==> src/rtl/zoom_addr_gen_pkg.sv <==
// Zoom mode encodings and per-mode window geometry helpers.
// Combinational helpers only: no latency, no flow control.
package zoom_pkg;

  localparam int COORD_W = 10;
  localparam int ADDR_W  = 17;
  localparam int PIX_W   = 8;

  typedef enum logic [2:0] {
    MODE_IDENT = 3'b000,
    MODE_ZIN2  = 3'b001,
    MODE_ZIN4  = 3'b010,
    MODE_DEC2  = 3'b011,
    MODE_DEC4  = 3'b100
  } mode_e;

  function automatic mode_e decode_mode(input logic [2:0] sw);
    case (sw)
      3'b001:  return MODE_ZIN2;
      3'b010:  return MODE_ZIN4;
      3'b011:  return MODE_DEC2;
      3'b100:  return MODE_DEC4;
      default: return MODE_IDENT;
    endcase
  endfunction

  // log2 of the scale factor; IDENT is a zero shift in either direction
  function automatic logic [1:0] mode_shift(input mode_e m);
    case (m)
      MODE_ZIN2, MODE_DEC2: return 2'd1;
      MODE_ZIN4, MODE_DEC4: return 2'd2;
      default:              return 2'd0;
    endcase
  endfunction

  function automatic logic mode_zoom_in(input mode_e m);
    return (m == MODE_ZIN2) || (m == MODE_ZIN4);
  endfunction

  function automatic int win_size(input int img, input mode_e m);
    if (mode_zoom_in(m)) return img << mode_shift(m);
    return img >> mode_shift(m);
  endfunction

  function automatic int win_origin(input int scr, input int img, input mode_e m);
    return (scr - win_size(img, m)) / 2;
  endfunction

endpackage

==> src/rtl/zoom_addr_gen_if.sv <==
// Coordinate / ROM / colour bus between the VGA controller, the image ROM and zoom_addr_gen.
// master drives coordinates and ROM data; slave returns address, valid, colour and mode.
interface zoom_addr_gen_if;
  import zoom_pkg::*;

  logic [COORD_W-1:0] next_x;
  logic [COORD_W-1:0] next_y;
  logic [PIX_W-1:0]   mem_q;
  logic [ADDR_W-1:0]  address;
  logic               pix_valid;
  logic [PIX_W-1:0]   color_out;
  logic [2:0]         mode;

  modport master (
    output next_x, next_y, mem_q,
    input  address, pix_valid, color_out, mode
  );

  modport slave (
    input  next_x, next_y, mem_q,
    output address, pix_valid, color_out, mode
  );

endinterface

==> src/rtl/zoom_addr_gen_axis_map.sv <==
// One axis: registers offset from window origin and in-window flag; scales the registered offset.
// 1 cycle to in_range/scaled; free-running, no backpressure.
module axis_map #(
  parameter int SCR = 640
) (
  input  logic       clock,
  input  logic       reset,
  input  logic [9:0] coord,
  input  logic [9:0] origin,
  input  logic [10:0] size,
  input  logic [1:0] shift,
  input  logic       zoom_in,
  output logic       in_range,
  output logic [9:0] scaled
);

  logic signed [10:0] offset_d, offset_q;
  logic               in_range_d, in_range_q;
  logic [1:0]         shift_d, shift_q;
  logic               zoom_in_d, zoom_in_q;
  logic [9:0]         mag;

  always_comb begin
    offset_d   = $signed({1'b0, coord}) - $signed({1'b0, origin});
    // blanking coordinates are rejected explicitly, independent of the window geometry
    in_range_d = !offset_d[10] && ($unsigned(offset_d) < size) && (32'(coord) < SCR);
    shift_d    = shift;
    zoom_in_d  = zoom_in;
  end

  always_ff @(posedge clock) begin
    if (reset) begin
      offset_q   <= '0;
      in_range_q <= 1'b0;
      shift_q    <= '0;
      zoom_in_q  <= 1'b0;
    end else begin
      offset_q   <= offset_d;
      in_range_q <= in_range_d;
      shift_q    <= shift_d;
      zoom_in_q  <= zoom_in_d;
    end
  end

  always_comb begin
    mag    = offset_q[10] ? '0 : offset_q[9:0];
    scaled = zoom_in_q ? (mag >> shift_q) : (mag << shift_q);
  end

  assign in_range = in_range_q;

endmodule

==> src/rtl/zoom_addr_gen.sv <==
// Maps look-ahead VGA coordinates to centred, zoomed ROM addresses and gates the ROM pixel.
// 2 cycles to address/pix_valid, 3+MEM_LAT to color_out; streaming, no backpressure.
module zoom_addr_gen
  import zoom_pkg::*;
#(
  parameter int         IMG_W    = 160,
  parameter int         IMG_H    = 120,
  parameter int         SCR_W    = 640,
  parameter int         SCR_H    = 480,
  parameter int         MEM_LAT  = 1,
  parameter logic [7:0] BG_COLOR = 8'h00
) (
  input  logic               clock,
  input  logic               reset,
  input  logic [2:0]         chaves,
  zoom_addr_gen_if.slave     bus
);

  logic [2:0]         sw_meta_d, sw_meta_q;
  logic [2:0]         sw_s_d, sw_s_q;
  mode_e              mode_d, mode_q;
  logic               frame_start;

  logic [9:0]         org_x, org_y;
  logic [10:0]        size_x, size_y;
  logic [1:0]         shift;
  logic               zoom_in;

  logic               x_in, y_in, in_win;
  logic [9:0]         x_img, y_img;

  logic [ADDR_W-1:0]  address_d, address_q;
  logic               pix_valid_d, pix_valid_q;
  logic [MEM_LAT-1:0] vpipe_d, vpipe_q;
  logic [PIX_W-1:0]   color_out_d, color_out_q;

  // Mode only changes at frame start; stage 1 already sees the newly latched value
  always_comb begin
    sw_meta_d   = chaves;
    sw_s_d      = sw_meta_q;
    frame_start = (bus.next_x == '0) && (bus.next_y == '0);
    mode_d      = frame_start ? decode_mode(sw_s_q) : mode_q;
    size_x      = 11'(win_size(IMG_W, mode_d));
    size_y      = 11'(win_size(IMG_H, mode_d));
    org_x       = 10'(win_origin(SCR_W, IMG_W, mode_d));
    org_y       = 10'(win_origin(SCR_H, IMG_H, mode_d));
    shift       = mode_shift(mode_d);
    zoom_in     = mode_zoom_in(mode_d);
  end

  axis_map #(.SCR(SCR_W)) u_axis_x (
    .clock    (clock),
    .reset    (reset),
    .coord    (bus.next_x),
    .origin   (org_x),
    .size     (size_x),
    .shift    (shift),
    .zoom_in  (zoom_in),
    .in_range (x_in),
    .scaled   (x_img)
  );

  axis_map #(.SCR(SCR_H)) u_axis_y (
    .clock    (clock),
    .reset    (reset),
    .coord    (bus.next_y),
    .origin   (org_y),
    .size     (size_y),
    .shift    (shift),
    .zoom_in  (zoom_in),
    .in_range (y_in),
    .scaled   (y_img)
  );

  always_comb begin
    in_win      = x_in && y_in;
    address_d   = in_win ? ADDR_W'(32'(y_img) * 32'(IMG_W) + 32'(x_img)) : '0;
    pix_valid_d = in_win;
    // valid delay matching the ROM read latency; the top bit falls off the end
    vpipe_d     = MEM_LAT'({vpipe_q, pix_valid_q});
    color_out_d = vpipe_q[MEM_LAT-1] ? bus.mem_q : BG_COLOR;
  end

  always_ff @(posedge clock) begin
    if (reset) begin
      sw_meta_q   <= '0;
      sw_s_q      <= '0;
      mode_q      <= MODE_IDENT;
      address_q   <= '0;
      pix_valid_q <= 1'b0;
      vpipe_q     <= '0;
      color_out_q <= BG_COLOR;
    end else begin
      sw_meta_q   <= sw_meta_d;
      sw_s_q      <= sw_s_d;
      mode_q      <= mode_d;
      address_q   <= address_d;
      pix_valid_q <= pix_valid_d;
      vpipe_q     <= vpipe_d;
      color_out_q <= color_out_d;
    end
  end

  assign bus.address   = address_q;
  assign bus.pix_valid = pix_valid_q;
  assign bus.color_out = color_out_q;
  assign bus.mode      = mode_q;

endmodule

==> src/flat_wrapper.sv <==
// flat-port wrapper written by rule: the top's interface ports become plain ports
module zoom_addr_gen_flat import zoom_pkg::*;
#(
  parameter int         IMG_W    = 160,
  parameter int         IMG_H    = 120,
  parameter int         SCR_W    = 640,
  parameter int         SCR_H    = 480,
  parameter int         MEM_LAT  = 1,
  parameter logic [7:0] BG_COLOR = 8'h00
)
  (clock, reset, chaves, bus_next_x, bus_next_y, bus_mem_q, bus_address, bus_pix_valid, bus_color_out, bus_mode);
  zoom_addr_gen_if bus_i ();
  input  logic clock;
  input  logic reset;
  input  logic [2:0] chaves;
  input wire logic [$bits(bus_i.next_x)-1:0] bus_next_x;
  input wire logic [$bits(bus_i.next_y)-1:0] bus_next_y;
  input wire logic [$bits(bus_i.mem_q)-1:0] bus_mem_q;
  output wire logic [$bits(bus_i.address)-1:0] bus_address;
  output wire logic [$bits(bus_i.pix_valid)-1:0] bus_pix_valid;
  output wire logic [$bits(bus_i.color_out)-1:0] bus_color_out;
  output wire logic [$bits(bus_i.mode)-1:0] bus_mode;
  assign bus_i.next_x = bus_next_x;
  assign bus_i.next_y = bus_next_y;
  assign bus_i.mem_q = bus_mem_q;
  assign bus_address = bus_i.address;
  assign bus_pix_valid = bus_i.pix_valid;
  assign bus_color_out = bus_i.color_out;
  assign bus_mode = bus_i.mode;
  zoom_addr_gen #(.IMG_W(IMG_W), .IMG_H(IMG_H), .SCR_W(SCR_W), .SCR_H(SCR_H), .MEM_LAT(MEM_LAT), .BG_COLOR(BG_COLOR)) u_core (.clock(clock), .reset(reset), .chaves(chaves), .bus(bus_i));
endmodule
==> config.mk <==
export PLATFORM = sky130hd
export DESIGN_NAME = zoom_addr_gen_flat
export DESIGN_NICKNAME = d
export VERILOG_FILES = /design/src/rtl/zoom_addr_gen_pkg.sv /design/src/rtl/zoom_addr_gen_if.sv /design/src/rtl/zoom_addr_gen_axis_map.sv /design/src/rtl/zoom_addr_gen.sv /design/src/flat_wrapper.sv
export SDC_FILE = /design/constraint.sdc
export NUM_CORES = 1
export LEC_CHECK = 0
export ABC_AREA = 1
export BUFFER_PORTS_ARGS = -buffer_cell sky130_fd_sc_hd__buf_2
export CAP_MARGIN = 25
export CORE_MARGIN = 2
export CORE_UTILIZATION = 65
export DETAILED_ROUTE_END_ITERATION = 8
export GPL_ROUTABILITY_DRIVEN = 0
export GPL_TIMING_DRIVEN = 0
export MAX_ROUTING_LAYER = met4
export PLACE_DENSITY = 0.92
export SYNTH_ARGS = -nofsm -noshare
export SYNTH_HDL_FRONTEND = slang
export SYNTH_HIERARCHICAL = 1
export SYNTH_SLANG_ARGS = --single-unit
==> constraint.sdc <==
create_clock -name clock -period 7.22 [get_ports clock]
set_input_delay 0.722 -clock clock [delete_from_list [all_inputs] [get_ports clock]]
set_output_delay 0.722 -clock clock [all_outputs]
set_load 0.01 [all_outputs]
==> run summary <==
initial antenna violation count: 0
Routed WL: 12.0 mm
Total GRT Usage: 27.0%
placed cell area: 6090 sq um
final count of hold timing violations: 0
min-delay src: u_core/sw_meta_q[0]$_SDFF_PP0_
Routed Antenna Nets: 0
Tot Pwr: 1.00 mW
post-synthesis sequential area ratio: 23.6%
DR pass1 iterations: 5
synth top area cells: dfxtp_1 (24%), nand2_1 (15%), ha_1 (15%)
hold buffers post-CTS: 0
FMAX: 0.245 GHz
Most used DFF post-synth: dfxtp_1
Starting DRT DRC Count: 282
design internal power: 0.678 mW
post-synth design cell area: 5610 sq um
setup bufs post-CTS: 0
initial core utilization: 67.6%
Net count, final: 1,059
status: complete, no violations
Setup CP Type: input pin to register
post-route clock period utilization: 56.4%
vias per cell: 5.27
worst skew pair latency: 0.34 ns
#FFs+latches synth: 66
diode count: 0
hold depth: 2
global-route wire length before repair: 20.9 mm
IR drop worst, VDD: 0.0847 mV
CP most frequent cell: nand3_1
Hold Crit Class: register to register
synthesized area per cell: 6.42 sq um
static leakage: 3.64 nW
RSZ-0062 raised after global routing: no
DP Wirelength: 9.54 mm
Slew headroom: 64.6%
Final TNS setup: 0 ns
CORE AREA: 8300 sq um
Post-Syn Instances: 873
hold slack: 0.404 ns
Die H: 96.9 microns
post-layout min period: 4.07 ns
largest net degree at the start of global routing: 15
DRC errors left: 0
standard-cell rows: 33
FFs w/ async S/R, synth: 0%
Power Dens Cells: 158 nW/um^2
Slew Viols, Final: 0
Vias: 5,619
Clock Tree Buf Depth: 2
Worst EP arrival: 4.32 ns
clk slew on worst S/H paths: 0.08 ns
yosys warns: 6
most frequent cell after synthesis: nand2_1
clock sinks: 66
Area Growth Syn to Fin: 12.6%
Clock power frac: 34.4%
Post-synth EDFFs: 0
final setup fails: 0
layout cells sized above 1: 12.4%
share of power burned in registers: 38.5%
Setup crit start kind: input pin
root buffer cell: clkbuf_8
Port Buf Inserts: 61
Die Footprint: 9390 sq um
flop2flop setup slack: 3.53 ns
CTS Buf Count: 9
Switch Pwr: 0.323 mW
Switching Share: 32.3%
post_cts resized: 0
crit end category: register
RR Endpoint: u_core/u_axis_y/in_range$_SDFF_PP0_
via count of the first global-routing pass: 5,158
Cell variety after synth: 38
worst-path fanout max: 7
Logic pwr share: 27.1%
routed len/inst: 11.2 microns
most instantiated cells after synthesis: nand2_1 (230), inv_1 (161), nor2_1 (108), nand3_1 (74), dfxtp_1 (66)
worst r2r path cells: 24
design area: 6320 sq um
Remaining Overflow, GRT: 0
Setup Skew: 0.00958 ns
CP max stage cell: fa_1
IO Pins: 62
Critical Path Max Stage Delay: 0.46 ns
post-synth top area cell: dfxtp_1
die width: 96.9 microns
critical path required time: 7.47 ns
H-tree depth: 3
post-synth top area share: 23.6%
Slew @ Worst Pin: 0.531 ns
WHS Endpoint: u_core/sw_s_q[0]$_SDFF_PP0_
worst r2r src: u_core/sw_s_q[2]$_SDFF_PP0_
max-cap violations: 0
TritonCTS clock tree: yes
metal layers:
metal	share of wire [%]	routed length [microns]	vias to the layer above	GRT usage, %
met5	0	0	-	-
met4	2.6	308	0	10.4
met3	5.4	645	30	4.41
met2	50	5990	167	48.5
met1	42	5050	2502	29.8
li1	-	-	2920	-
flip-flops by register name (all words and copies together), names as in the netlist:
name,flops
u_core/bus.address,17
u_core/bus.color_out,8
u_core/bus.mode,3
u_core/bus.pix_valid,1
u_core/sw_meta_q,3
u_core/sw_s_q,3
u_core/u_axis_x/in_range,1
u_core/u_axis_x/offset_q,11
u_core/u_axis_x/shift_q,2
u_core/u_axis_x/zoom_in_q,1
u_core/u_axis_y/in_range,1
u_core/u_axis_y/offset_q,11
u_core/u_axis_y/shift_q,2
u_core/u_axis_y/zoom_in_q,1
u_core/vpipe_q,1
cells in the final DEF, fill, tap and decap left out, types with 6 or more instances in the layout:
cell / n
nand2_1: 230
inv_1: 161
nor2_1: 108
nand3_1: 74
dfxtp_1: 66
buf_2: 65
ha_1: 65
a21oi_1: 32
nand4_1: 27
conb_1: 14
nand2_2: 12
o21ai_0: 10
clkbuf_8: 9
nor3_1: 8
xor2_1: 8
xnor2_1: 6
cells by family (layout without fill, tap and decap cells):
group | after synthesis | after routing | share of synthesized area (%)
AND/OR/NAND/NOR | 485 | 485 | 39.7
buffers and inverters | 176 | 253 | 12.0
adder cells (fa/ha/maj) | 69 | 69 | 15.9
flip-flops | 66 | 66 | 23.6
AO/OA/AOI/OAI | 61 | 61 | 6.47
XOR/XNOR | 14 | 14 | 2.19
other | 2 | 14 | 0.134
area by class of cell:
| type | instances | area, sq um |
|---|---|---|
| plain buffers | 8 | 42.5 |
| clock buffers | 9 | 124 |
| clock inverters | 7 | 103 |
| fillers | 665 | 1980 |
| inverters | 168 | 631 |
| multi-input cells | 643 | 3660 |
| flip-flops and latches | 66 | 1320 |
| well taps | 105 | 131 |
| repair buffers | 61 | 305 |
stage by stage:
step | cells | setup WS, ns | util [%]
after floorplan | 885 | 3.52 | -
after global placement | 1051 | 2.92 | 73.4
after detailed placement | 1051 | 2.87 | 73.4
after CTS | 1067 | 3.22 | 76.1
after global routing | 1067 | 2.85 | 76.1
final | 1067 | 3.15 | 76.1
power by group through the flow:
stage	Sequential (mW)	Clock, mW	Combinational [mW]
finish	0.386	0.344	0.271
global route	0.388	0.368	0.315
CTS	0.386	0.351	0.267
detailed placement	0.394	0	0.263
global placement	0.393	0	0.256
floorplan	0.393	0	0.206
critical path: cells and delay by family:
kind | cells | cell delay, ns
and+or+nand+nor | 17 | 2.00
buffers and inverters | 4 | 0.31
adders and majority gates | 4 | 1.13
AOI/OAI and AO/OA | 1 | 0.13
how the worst max path moves through the flow:
stage                        from                             endpoint  slack (ns)  cells past startpoint
global placement    bus_next_x[7]  u_core/u_axis_y/in_range$_SDFF_PP0_        2.92                     26
global route        bus_next_x[1]  u_core/u_axis_y/in_range$_SDFF_PP0_        2.85                     28
CTS                 bus_next_x[7]  u_core/u_axis_y/in_range$_SDFF_PP0_        3.22                     26
floorplan           bus_next_x[5]  u_core/u_axis_y/in_range$_SDFF_PP0_        3.52                     23
finish              bus_next_x[7]  u_core/u_axis_y/in_range$_SDFF_PP0_        3.15                     26
detailed placement  bus_next_x[7]  u_core/u_axis_y/in_range$_SDFF_PP0_        2.87                     26
(Power assumes the default switching activity.)
